$ cat src/rtl/i2c_bypass_arbiter.sv
// Two-master arbiter for a shared downstream I2C segment, with stuck-bus recovery.
// Optional master clock stretching while blocked: define I2C_BYPASS_ARB_STRETCH_EN.
`timescale 1ns/1ps
module i2c_bypass_arbiter #(
  parameter int SYNC_STAGES  = 2,
  parameter int TIMEOUT_CYC  = 65536,
  parameter int REC_HALF_CYC = 320,
  parameter int CNT_W        = 17
) (
  input  logic clk,
  input  logic reset,
  input  logic scl_m0_i,
  input  logic sda_m0_i,
  input  logic scl_m1_i,
  input  logic sda_m1_i,
  input  logic scl_s_i,
  input  logic sda_s_i,
  output logic grant_m0,
  output logic grant_m1,
  output logic blocked_m0,
  output logic blocked_m1,
  output logic rec_scl_oe,
  output logic rec_sda_oe,
  output logic rec_active,
  output logic rec_done,
  output logic stretch_m0,
  output logic stretch_m1
);

  localparam logic [CNT_W-1:0] TMO_LAST  = CNT_W'(TIMEOUT_CYC - 1);
  localparam logic [CNT_W-1:0] HALF_LAST = CNT_W'(REC_HALF_CYC - 1);
  localparam logic [CNT_W-1:0] CNT_ONE   = CNT_W'(1);

  typedef enum logic [2:0] {
    S_IDLE      = 3'd0,
    S_GRANT0    = 3'd1,
    S_GRANT1    = 3'd2,
    S_REC_PULSE = 3'd3,
    S_REC_STOP  = 3'd4
  } state_e;

  function automatic logic start_cond(input logic scl_c, input logic scl_p,
                                      input logic sda_c, input logic sda_p);
    return scl_c & scl_p & sda_p & ~sda_c;
  endfunction

  function automatic logic stop_cond(input logic scl_c, input logic scl_p,
                                     input logic sda_c, input logic sda_p);
    return scl_c & scl_p & ~sda_p & sda_c;
  endfunction

  // Bit order of the sampled line vector: {sda_s, scl_s, sda_m1, scl_m1, sda_m0, scl_m0}
  logic [SYNC_STAGES-1:0][5:0] sync_q, sync_d;
  logic [3:0]                  prev_q, prev_d;
  logic [5:0]                  cur_s;

  state_e           state_q, state_d;
  logic             rr_q, rr_d;
  logic [CNT_W-1:0] tmo_q, tmo_d;
  logic [CNT_W-1:0] half_q, half_d;
  logic             phase_q, phase_d;
  logic [3:0]       pcnt_q, pcnt_d;
  logic [1:0]       sph_q, sph_d;
  logic             blk0_q, blk0_d, blk1_q, blk1_d;
  logic             done_q, done_d;
  logic             grant0_q, grant0_d, grant1_q, grant1_d;
  logic             scl_oe_q, scl_oe_d, sda_oe_q, sda_oe_d;
  logic             active_q, active_d;
  logic             str0_q, str0_d, str1_q, str1_d;

  logic start0_s, start1_s, stop0_s, stop1_s, edge0_s, edge1_s, stuck_s, go_rec_s;

  assign cur_s    = sync_q[SYNC_STAGES-1];
  assign start0_s = start_cond(cur_s[0], prev_q[0], cur_s[1], prev_q[1]);
  assign start1_s = start_cond(cur_s[2], prev_q[2], cur_s[3], prev_q[3]);
  assign stop0_s  = stop_cond(cur_s[0], prev_q[0], cur_s[1], prev_q[1]);
  assign stop1_s  = stop_cond(cur_s[2], prev_q[2], cur_s[3], prev_q[3]);
  assign edge0_s  = cur_s[0] ^ prev_q[0];
  assign edge1_s  = cur_s[2] ^ prev_q[2];
  assign stuck_s  = cur_s[4] & ~cur_s[5];

  // Synchronizer chain and previous-sample stage for edge detection
  always_comb begin
    sync_d[0] = {sda_s_i, scl_s_i, sda_m1_i, scl_m1_i, sda_m0_i, scl_m0_i};
    for (int i = 1; i < SYNC_STAGES; i++) begin
      sync_d[i] = sync_q[i-1];
    end
    prev_d = cur_s[3:0];
  end

  // Synchronizer registers, preset high so reset looks like an idle bus
  always_ff @(posedge clk or posedge reset) begin
    if (reset) begin
      sync_q <= '1;
      prev_q <= 4'hF;
    end else begin
      sync_q <= sync_d;
      prev_q <= prev_d;
    end
  end

  // Arbitration / recovery next-state logic
  always_comb begin
    state_d  = state_q;
    rr_d     = rr_q;
    tmo_d    = tmo_q;
    half_d   = half_q;
    phase_d  = phase_q;
    pcnt_d   = pcnt_q;
    sph_d    = sph_q;
    blk0_d   = blk0_q;
    blk1_d   = blk1_q;
    done_d   = 1'b0;
    go_rec_s = 1'b0;
    case (state_q)
      S_IDLE: begin
        if (start0_s && start1_s) begin
          state_d = rr_q ? S_GRANT1 : S_GRANT0;
          rr_d    = ~rr_q;
          tmo_d   = '0;
        end else if (start0_s) begin
          state_d = S_GRANT0;
          tmo_d   = '0;
        end else if (start1_s) begin
          state_d = S_GRANT1;
          tmo_d   = '0;
        end else if (stuck_s) begin
          if (tmo_q == TMO_LAST) go_rec_s = 1'b1;
          else                   tmo_d = tmo_q + CNT_ONE;
        end else begin
          tmo_d = '0;
        end
      end
      S_GRANT0: begin
        if (stop0_s) begin
          state_d = S_IDLE;
          tmo_d   = '0;
        end else if (edge0_s)         tmo_d = '0;
        else if (tmo_q == TMO_LAST)   go_rec_s = 1'b1;
        else                          tmo_d = tmo_q + CNT_ONE;
        blk1_d = blk1_q | start1_s;
      end
      S_GRANT1: begin
        if (stop1_s) begin
          state_d = S_IDLE;
          tmo_d   = '0;
        end else if (edge1_s)         tmo_d = '0;
        else if (tmo_q == TMO_LAST)   go_rec_s = 1'b1;
        else                          tmo_d = tmo_q + CNT_ONE;
        blk0_d = blk0_q | start0_s;
      end
      S_REC_PULSE: begin
        if (half_q != HALF_LAST) begin
          half_d = half_q + CNT_ONE;
        end else begin
          half_d = '0;
          if (!phase_q) begin
            phase_d = 1'b1;
          end else begin
            // End of a high phase: one pulse completed, decide whether to stop
            pcnt_d = (pcnt_q == 4'd9) ? 4'd9 : pcnt_q + 4'd1;
            if (cur_s[5] || (pcnt_q >= 4'd8)) begin
              state_d = S_REC_STOP;
              sph_d   = 2'd0;
            end else begin
              phase_d = 1'b0;
            end
          end
        end
      end
      S_REC_STOP: begin
        if (half_q != HALF_LAST) begin
          half_d = half_q + CNT_ONE;
        end else begin
          half_d = '0;
          if (sph_q == 2'd2) begin
            state_d = S_IDLE;
            done_d  = 1'b1;
            tmo_d   = '0;
          end else begin
            sph_d = sph_q + 2'd1;
          end
        end
      end
      default: state_d = S_IDLE;
    endcase

    if (go_rec_s) begin
      state_d = S_REC_PULSE;
      tmo_d   = '0;
      half_d  = '0;
      phase_d = 1'b0;
      pcnt_d  = 4'd0;
    end else begin
      state_d = state_d;
    end

    blk0_d = blk0_d & ~(stop0_s | (state_d == S_GRANT0));
    blk1_d = blk1_d & ~(stop1_s | (state_d == S_GRANT1));
  end

  // Output decode from next-state values so outputs are registered without extra lag
  always_comb begin
    grant0_d = (state_d == S_GRANT0);
    grant1_d = (state_d == S_GRANT1);
    active_d = (state_d == S_REC_PULSE) || (state_d == S_REC_STOP);
    scl_oe_d = ((state_d == S_REC_PULSE) && !phase_d) ||
               ((state_d == S_REC_STOP) && (sph_d == 2'd0));
    sda_oe_d = (state_d == S_REC_STOP) && (sph_d != 2'd2);
`ifdef I2C_BYPASS_ARB_STRETCH_EN
    str0_d = blk0_d & ~cur_s[0];
    str1_d = blk1_d & ~cur_s[2];
`else
    str0_d = 1'b0;
    str1_d = 1'b0;
`endif
  end

  // State, counters and registered outputs
  always_ff @(posedge clk or posedge reset) begin
    if (reset) begin
      state_q  <= S_IDLE;
      rr_q     <= 1'b0;
      tmo_q    <= '0;
      half_q   <= '0;
      phase_q  <= 1'b0;
      pcnt_q   <= 4'd0;
      sph_q    <= 2'd0;
      blk0_q   <= 1'b0;
      blk1_q   <= 1'b0;
      done_q   <= 1'b0;
      grant0_q <= 1'b0;
      grant1_q <= 1'b0;
      scl_oe_q <= 1'b0;
      sda_oe_q <= 1'b0;
      active_q <= 1'b0;
      str0_q   <= 1'b0;
      str1_q   <= 1'b0;
    end else begin
      state_q  <= state_d;
      rr_q     <= rr_d;
      tmo_q    <= tmo_d;
      half_q   <= half_d;
      phase_q  <= phase_d;
      pcnt_q   <= pcnt_d;
      sph_q    <= sph_d;
      blk0_q   <= blk0_d;
      blk1_q   <= blk1_d;
      done_q   <= done_d;
      grant0_q <= grant0_d;
      grant1_q <= grant1_d;
      scl_oe_q <= scl_oe_d;
      sda_oe_q <= sda_oe_d;
      active_q <= active_d;
      str0_q   <= str0_d;
      str1_q   <= str1_d;
    end
  end

  assign grant_m0   = grant0_q;
  assign grant_m1   = grant1_q;
  assign blocked_m0 = blk0_q;
  assign blocked_m1 = blk1_q;
  assign rec_scl_oe = scl_oe_q;
  assign rec_sda_oe = sda_oe_q;
  assign rec_active = active_q;
  assign rec_done   = done_q;
  assign stretch_m0 = str0_q;
  assign stretch_m1 = str1_q;

endmodule

$ cat config.mk
export PLATFORM = sky130hd
export DESIGN_NAME = i2c_bypass_arbiter
export DESIGN_NICKNAME = d
export VERILOG_FILES = /design/src/rtl/i2c_bypass_arbiter.sv
export SDC_FILE = /design/constraint.sdc
export NUM_CORES = 1
export LEC_CHECK = 0
export ABC_CLOCK_PERIOD_IN_PS = 8200
export CAP_MARGIN = 30
export CORE_MARGIN = 10
export CORE_UTILIZATION = 30
export CTS_CLUSTER_DIAMETER = 200
export DETAILED_ROUTE_END_ITERATION = 16
export GPL_TIMING_DRIVEN = 0
export PLACE_DENSITY = 0.55
export SLEW_MARGIN = 20
export SYNTH_ARGS = -nofsm -noshare
export SYNTH_HDL_FRONTEND = slang
export SYNTH_SLANG_ARGS = --single-unit
$ cat constraint.sdc
create_clock -name clk -period 8.2 [get_ports clk]
set_clock_uncertainty 0.15 [all_clocks]
set_input_delay 2.46 -clock clk [delete_from_list [all_inputs] [get_ports clk]]
set_output_delay 2.46 -clock clk [all_outputs]
set_load 0.03 [all_outputs]
==> results of run 1 <==
-- metal layers --
| metal | wire length (um) | part of all wire | vias up | global-route usage |
|---|---|---|---|---|
| li1 | - | - | 1420 | - |
| met3 | 290 | 0.034 | 7 | 0.02710 |
| met5 | 0 | 0 | - | 0 |
| met2 | 4051 | 0.48 | 50 | 0.1660 |
| met4 | 117 | 0.014 | 0 | 0.04013 |
| met1 | 3951 | 0.47 | 1429 | 0.1378 |
-- logic make-up after synthesis --
family	after synthesis
adders and majority gates	6
other	1
xor gates and xnor gates	8
DFF	69
muxes	5
AOI/OAI and AO/OA	89
and+or+nand+nor	159
buffers and inverters	29
-- area by class of cell --
class	instances	area, um2	share of cell area
Buffer	19	93.84	0.02208
Clock buffer	9	225.2	0.05299
Clock inverter	7	98.84	0.02326
Inverter	10	40.04	0.009420
Multi-Input combinational cell	269	1689	0.3974
Sequential cell	69	1747	0.4110
Tap cell	143	178.9	0.04210
Timing Repair Buffer	16	177.7	0.04180
-- report_power, final --
part | internal (mW) | leakage (nW) | switching, mW
combinational | 0.0737 | 0.633 | 0.126
clock | 0.268 | 0.156 | 0.155
sequential | 0.375 | 0.897 | 0.0238
total | 0.716 | 1.69 | 0.305
-- per-stage QoR --
stage	setup WS (ns)	hold WS, ns	utilization	std cells
finish	4.193	0.2029	0.3691	542
global route	4.134	0.2017	0.3691	542
CTS	4.164	0.2015	0.3691	542
detailed placement	4.536	0.1981	0.3409	526
global placement	2.561	0.1954	0.3383	525
floorplan	3.877	0.1952	-	367
-- synth_stat cells, types with 4 or more instances --
| cell | instances | share of area |
|---|---|---|
| o31ai_1 | 12 | 0.025 |
| dfrtp_1 | 53 | 0.37 |
| mux2i_1 | 4 | 0.011 |
| clkbuf_1 | 10 | 0.011 |
| nor3_1 | 15 | 0.021 |
| and3_1 | 6 | 0.011 |
| xnor2_1 | 5 | 0.012 |
| nor4_1 | 4 | 0.0070 |
| inv_1 | 10 | 0.011 |
| nand3b_1 | 4 | 0.0084 |
| ha_1 | 6 | 0.021 |
| nand3_1 | 18 | 0.025 |
| or3_1 | 6 | 0.011 |
| nand4_1 | 7 | 0.012 |
| nand2_1 | 28 | 0.029 |
| or4_1 | 16 | 0.034 |
| buf_4 | 5 | 0.011 |
| o21ai_0 | 14 | 0.020 |
| dfstp_2 | 16 | 0.12 |
| a21oi_1 | 36 | 0.051 |
| nor2_1 | 26 | 0.027 |
| nand4b_1 | 4 | 0.0098 |
-- worst min path at each step --
stage | startpoint | end | slack [ns] | depth (start not counted)
final | sync_d[6] | cur_s[0] | 0.20 | 0
after global routing | sync_d[6] | cur_s[0] | 0.20 | 0
after CTS | sync_d[6] | cur_s[0] | 0.20 | 0
after detailed placement | sync_d[9] | cur_s[3] | 0.20 | 0
after global placement | sync_d[6] | cur_s[0] | 0.20 | 0
after floorplan | sync_d[6] | cur_s[0] | 0.20 | 0
-- flip-flops by register name, indices dropped and copies added (netlist names) --
register and flops:
blocked_m1 1, state_q 3, rec_scl_oe 1, rec_active 1, rec_sda_oe 1, grant_m0 1
rr_q 1, cur_s 6, sync_d 6, phase_q 1, half_q 17, rec_done 1
tmo_q 17, sph_q 2, blocked_m0 1, grant_m1 1, prev_q 4, pcnt_q 4
==> impl_metrics.py, run 1 <==
metrics = {
    "floorplanning": {
        "pin_count": 18,
        "core_um2": 11520,
        "die_w_um": 129.0,
        "chipHeight_um": 129.0,
        "start_util": 0.3094,
        "rows": 39,
        "dieArea_um2": 16640,
    },
    "synthesis": {
        "ys_types": 57,
        "ys_ff_latch": 69,
        "ys_seq_area_frac": 0.4902,
        "synthAdderAreaFrac": 0.02107,
        "ys_async_sr_fraction": 1.000,
        "synth_top_family_by_area": "simple AND/OR/NAND/NOR gates",
        "synth-edff-count": 0,
        "synth_flop_cell": "dfrtp_1",
        "synth_compound_area_frac": 0.1605,
        "synth_xor_area_frac": 0.01966,
        "avgSynthCellArea_um2": 9.736,
        "syn-cell-area_um2": 3563,
        "ys_warn_count": 0,
        "synthCells": 366,
        "synth_mux_area_frac": 0.01440,
        "synth-simple-area-share": 0.2563,
    },
    "setup_path": {
        "path_class": "register to output port",
        "arrival_ns": 1.40,
        "reg2reg_to": "half_q[12]",
        "reg2reg_from": "tmo_q[7]",
        "cp-start-kind": "register",
        "worstPathCellList": "clkdlybuf4s50_1",
        "crit_fanout": 3,
        "crit_path_start": "blocked_m1",
        "required_ns": 5.59,
        "max_stage_delay_ns": 0.69,
        "cp_num_buf_inv": 1,
        "crit_end": "blocked_m1",
        "rr_worst_depth": 6,
        "critPathSlowestCell": "clkdlybuf4s50_1",
        "crit_cells": 1,
        "path_delay_family": "buffers and inverters",
        "reg2reg_slack_ns": 5.17,
        "cp-end-kind": "output port",
    },
    "finish": {
        "final_cell_mix": "dfrtp_1, a21oi_1, nand2_1",
        "areaGrowthSynthToFinish_pct": 19.28,
        "diodes": 0,
        "design_area_um2": 4250,
        "drive_above_1_share": 0.1303,
        "layout.nets": 408,
        "final_common_cell": "dfrtp_1",
        "fillers": 1164,
    },
    "grt": {
        "grt_pass1_vias": 2797,
        "grt_overflow": 0,
        "grt_max_degree": 55,
        "grtUsageTotal": 0.1060,
        "antenna_found_initial": 0,
        "grt_first_pass_wirelength_um": 14240,
    },
    "power_and_ir_drop": {
        "powerDensity_nw_per_um2": 240.3,
        "p_leak_nw": 1.686,
        "power_mw": 1.021,
        "ir_drop_uv": 130.4,
    },
    "timing": {
        "fmax_mhz": 249.5,
        "rsz0062_at_grt": "no",
        "final_hold_viol_count": 0,
        "setup_tns_ns": 0,
        "min_period_over_period": 0.4887,
        "drv_slew": 0,
        "slew_headroom": 0.4529,
        "report.final.setup_viol": 0,
        "max_slew.worst_pin.slew_ns": 0.8206,
        "finalCriticalPeriod_ns": 4.007,
    },
    "cts": {
        "post_cts_resized": 0,
        "cts_buffers": 9,
        "cts_buffer_depth": 2,
        "clk_pin_slew_worst_paths_ns": 0.06,
        "clkSinkCount": 69,
        "worst_skew_pair.late_latency_ns": 0.33,
        "cts_root_buf": "clkbuf_16",
        "htree_num_levels": 3,
        "post_cts_buffers": 0,
        "cts_tree": "built",
        "hold_buffers": 0,
    },
    "route": {
        "routed_via_density": 5.362,
        "wirelength_um": 8411,
        "dr_total_vias": 2906,
        "wl_per_cell_um": 15.52,
        "drc_errors": 0,
        "dr.first_iter.drc_count": 257,
        "drtPass1Iterations": 4,
        "antenna_left": 0,
    },
    "placed_design": {
        "hpwlAfterDp_um": 5895,
        "placed_area_um2": 3926,
        "gp_congestion": 0.8288,
        "port_buffers": 15,
    },
    "job": {
        "max_cap_viol_count": 0,
    },
    "run_status": {
        "status": "finished, final reports clean",
    },
    "min_path": {
        "hold_class": "register to register",
    },
}
Note: power is estimated with default switching activity, not from simulation.
==> run 2, diff against run 1 <==
--- a/config.mk
+++ b/config.mk
@@ -5,7 +5,7 @@
 export SDC_FILE = /design/constraint.sdc
 export NUM_CORES = 1
 export LEC_CHECK = 0
-export ABC_CLOCK_PERIOD_IN_PS = 8200
+export ABC_CLOCK_PERIOD_IN_PS = 3900
 export CAP_MARGIN = 30
 export CORE_MARGIN = 10
 export CORE_UTILIZATION = 30
==> constraint.sdc (replaced) <==
create_clock -name clk -period 3.9 [get_ports clk]
set_clock_uncertainty 0.15 [all_clocks]
set_input_delay 1.17 -clock clk [delete_from_list [all_inputs] [get_ports clk]]
set_output_delay 1.17 -clock clk [all_outputs]
set_load 0.03 [all_outputs]
==> results of run 2 <==
The final DEF is identical to that of run 1. Status: finished, final reports clean.
Main changes from that run: setup slack after placement 4.536 ns -> 0.8640 ns; clock-pin slew on the worst setup and hold paths 0.06 ns -> 0.07 ns; setup slack after layout 4.193 ns -> 0.8652 ns; start point of the critical path blocked_m1 -> tmo_q[7]; end point of the critical path blocked_m1 -> half_q[12]; register-to-register setup slack 5.17 ns -> 0.87 ns; total power 1.021 mW -> 2.148 mW; worst IR drop on VDD 130.4 uV -> 274.2 uV
==> run 3, diff against run 2 <==
--- a/config.mk
+++ b/config.mk
@@ -5,7 +5,7 @@
 export SDC_FILE = /design/constraint.sdc
 export NUM_CORES = 1
 export LEC_CHECK = 0
-export ABC_CLOCK_PERIOD_IN_PS = 3900
+export ABC_CLOCK_PERIOD_IN_PS = 2810
 export CAP_MARGIN = 30
 export CORE_MARGIN = 10
 export CORE_UTILIZATION = 30
==> constraint.sdc (replaced) <==
create_clock -name clk -period 2.81 [get_ports clk]
set_clock_uncertainty 0.15 [all_clocks]
set_input_delay 0.843 -clock clk [delete_from_list [all_inputs] [get_ports clk]]
set_output_delay 0.843 -clock clk [all_outputs]
set_load 0.03 [all_outputs]
==> run 3 against run 2 <==
  * Setup slack got worse by 0.73 ns
  * First-iteration DRC count rose by 3.5%
  * Largest power group unchanged
  * Register-to-register slack got worse by 0.73 ns
  * Global-route usage rose by 0.15 points
==> impl_metrics.py, run 3 (synthesized netlist as in run 1, its figures left out) <==
metrics = {
    "run_status": {
        "status": "finished, final reports clean",
    },
    "grt": {
        "grt_pass1_vias": 2839,
        "grt_max_degree": 55,
        "grt_overflow": 0,
        "grt_first_pass_wirelength_um": 14420,
        "antenna_found_initial": 0,
        "grtUsageTotal": 0.1074,
    },
    "setup_path": {
        "critPathSlowestCell": "or4b_4",
        "reg2reg_slack_ns": 0.13,
        "reg2reg_to": "pcnt_q[0]",
        "path_delay_family": "simple AND/OR/NAND/NOR gates",
        "arrival_ns": 2.74,
        "worstPathCellList": "buf_2 -> or4b_4 -> nor4_4 -> buf_4 -> clkbuf_1 -> nand3_1 -> mux2i_1 -> nor2_1",
        "cp_num_buf_inv": 3,
        "reg2reg_from": "half_q[6]",
        "cp-end-kind": "register",
        "crit_fanout": 10,
        "rr_worst_depth": 8,
        "max_stage_delay_ns": 0.51,
        "cp-start-kind": "register",
        "path_class": "register to register",
        "required_ns": 2.88,
    },
    "finish": {
        "regArea_um2": 1747,
        "diodes": 0,
        "design_area_um2": 4323,
        "final_common_cell": "dfrtp_1",
        "layout.nets": 411,
        "finish.utilization": 0.3754,
        "finalNonFillerCells": 545,
        "final_cell_mix": "dfrtp_1, a21oi_1, nand2_1",
        "areaGrowthSynthToFinish_pct": 21.31,
        "fillers": 1159,
        "top_regs": "half_q x17, tmo_q x17",
        "drive_above_1_share": 0.1567,
        "multi_input_area_um2": 1733,
    },
    "min_path": {
        "min_from": "sync_d[6]",
        "hold_class": "register to register",
        "hold_end": "cur_s[0]",
        "min_path_cells": 0,
    },
    "floorplanning": {
        "dieArea_um2": 16640,
        "core_um2": 11520,
        "die_w_um": 129.0,
        "start_util": 0.3094,
        "pin_count": 18,
        "chipHeight_um": 129.0,
        "rows": 39,
    },
    "placed_design": {
        "port_buffers": 15,
        "placed_cells": 526,
        "placed_area_um2": 3926,
        "gp_congestion": 0.8288,
        "hpwlAfterDp_um": 5895,
        "post-place-ws_ns": -0.2260,
    },
    "timing": {
        "fmax_mhz": 373.8,
        "finalCriticalPeriod_ns": 2.676,
        "final_hold_viol_count": 0,
        "report.final.setup_viol": 0,
        "fin_hold_ws_ns": 0.2036,
        "rsz0062_at_grt": "no",
        "min_period_over_period": 0.9522,
        "drv_slew": 0,
        "slew_headroom": 0.6438,
        "setup_tns_ns": 0,
        "max_slew.worst_pin.slew_ns": 0.5338,
        "timing.final.ws_setup_ns": 0.1344,
    },
    "cts": {
        "clkSinkCount": 69,
        "worst_skew_pair.late_latency_ns": 0.33,
        "htree_num_levels": 3,
        "cts_buffer_depth": 2,
        "cts_root_buf": "clkbuf_16",
        "cts_buffers": 9,
        "cts_tree": "built",
        "clk_pin_slew_worst_paths_ns": 0.06,
    },
    "route": {
        "wl_per_cell_um": 15.64,
        "routed_via_density": 5.391,
        "wirelength_um": 8523,
        "drc_errors": 0,
        "antenna_left": 0,
        "dr.first_iter.drc_count": 266,
        "dr_total_vias": 2938,
        "drtPass1Iterations": 4,
    },
    "job": {
        "max_cap_viol_count": 0,
    },
    "power_and_ir_drop": {
        "power_mw": 3.000,
        "p_leak_nw": 1.736,
        "ir_drop_uv": 380.2,
        "powerDensity_nw_per_um2": 693.9,
    },
}
## run 3: timing repair
action	4_1_cts	5_1_grt
setup buffers	3	0
resized for setup	6	9
setup endpoints to repair	26	18
pin swaps	3	2
hold buffers	0	0
## run 3: power by group
group	total, mW	internal (mW)	switching [mW]
sequential	1.16	1.09	0.0696
clock	1.24	0.782	0.457
combinational	0.598	0.217	0.381
total	3.00	2.09	0.907
## run 3: area by class of cell
type	count	area share
Clock buffer	9	0.05210
Multi-Input combinational cell	269	0.4009
Buffer	19	0.02315
Inverter	10	0.009262
Clock inverter	7	0.02287
Tap cell	143	0.04139
Timing Repair Buffer	19	0.04631
Sequential cell	69	0.4041
## run 3: routing by layer
metal / up-vias / share of wire / track usage / wire [um]
met5: - / 0 / 0 / 0
li1: 1424 / - / - / -
met2: 45 / 0.48 / 0.1678 / 4128
met3: 4 / 0.031 / 0.02710 / 260
met4: 0 / 0.011 / 0.04214 / 91
met1: 1465 / 0.47 / 0.1398 / 4044
## run 3: how the worst max path moves through the flow
stage / start / end / slack [ns] / cells after the start
global route: half_q[6] / tmo_q[8] / 0.02 / 7
finish: half_q[6] / pcnt_q[0] / 0.13 / 8
CTS: half_q[11] / tmo_q[8] / 0.03 / 7
floorplan: reset / blocked_m0 / 0.10 / 1
detailed placement: tmo_q[6] / half_q[12] / -0.23 / 6
global placement: reset / rr_q / -1.21 / 2
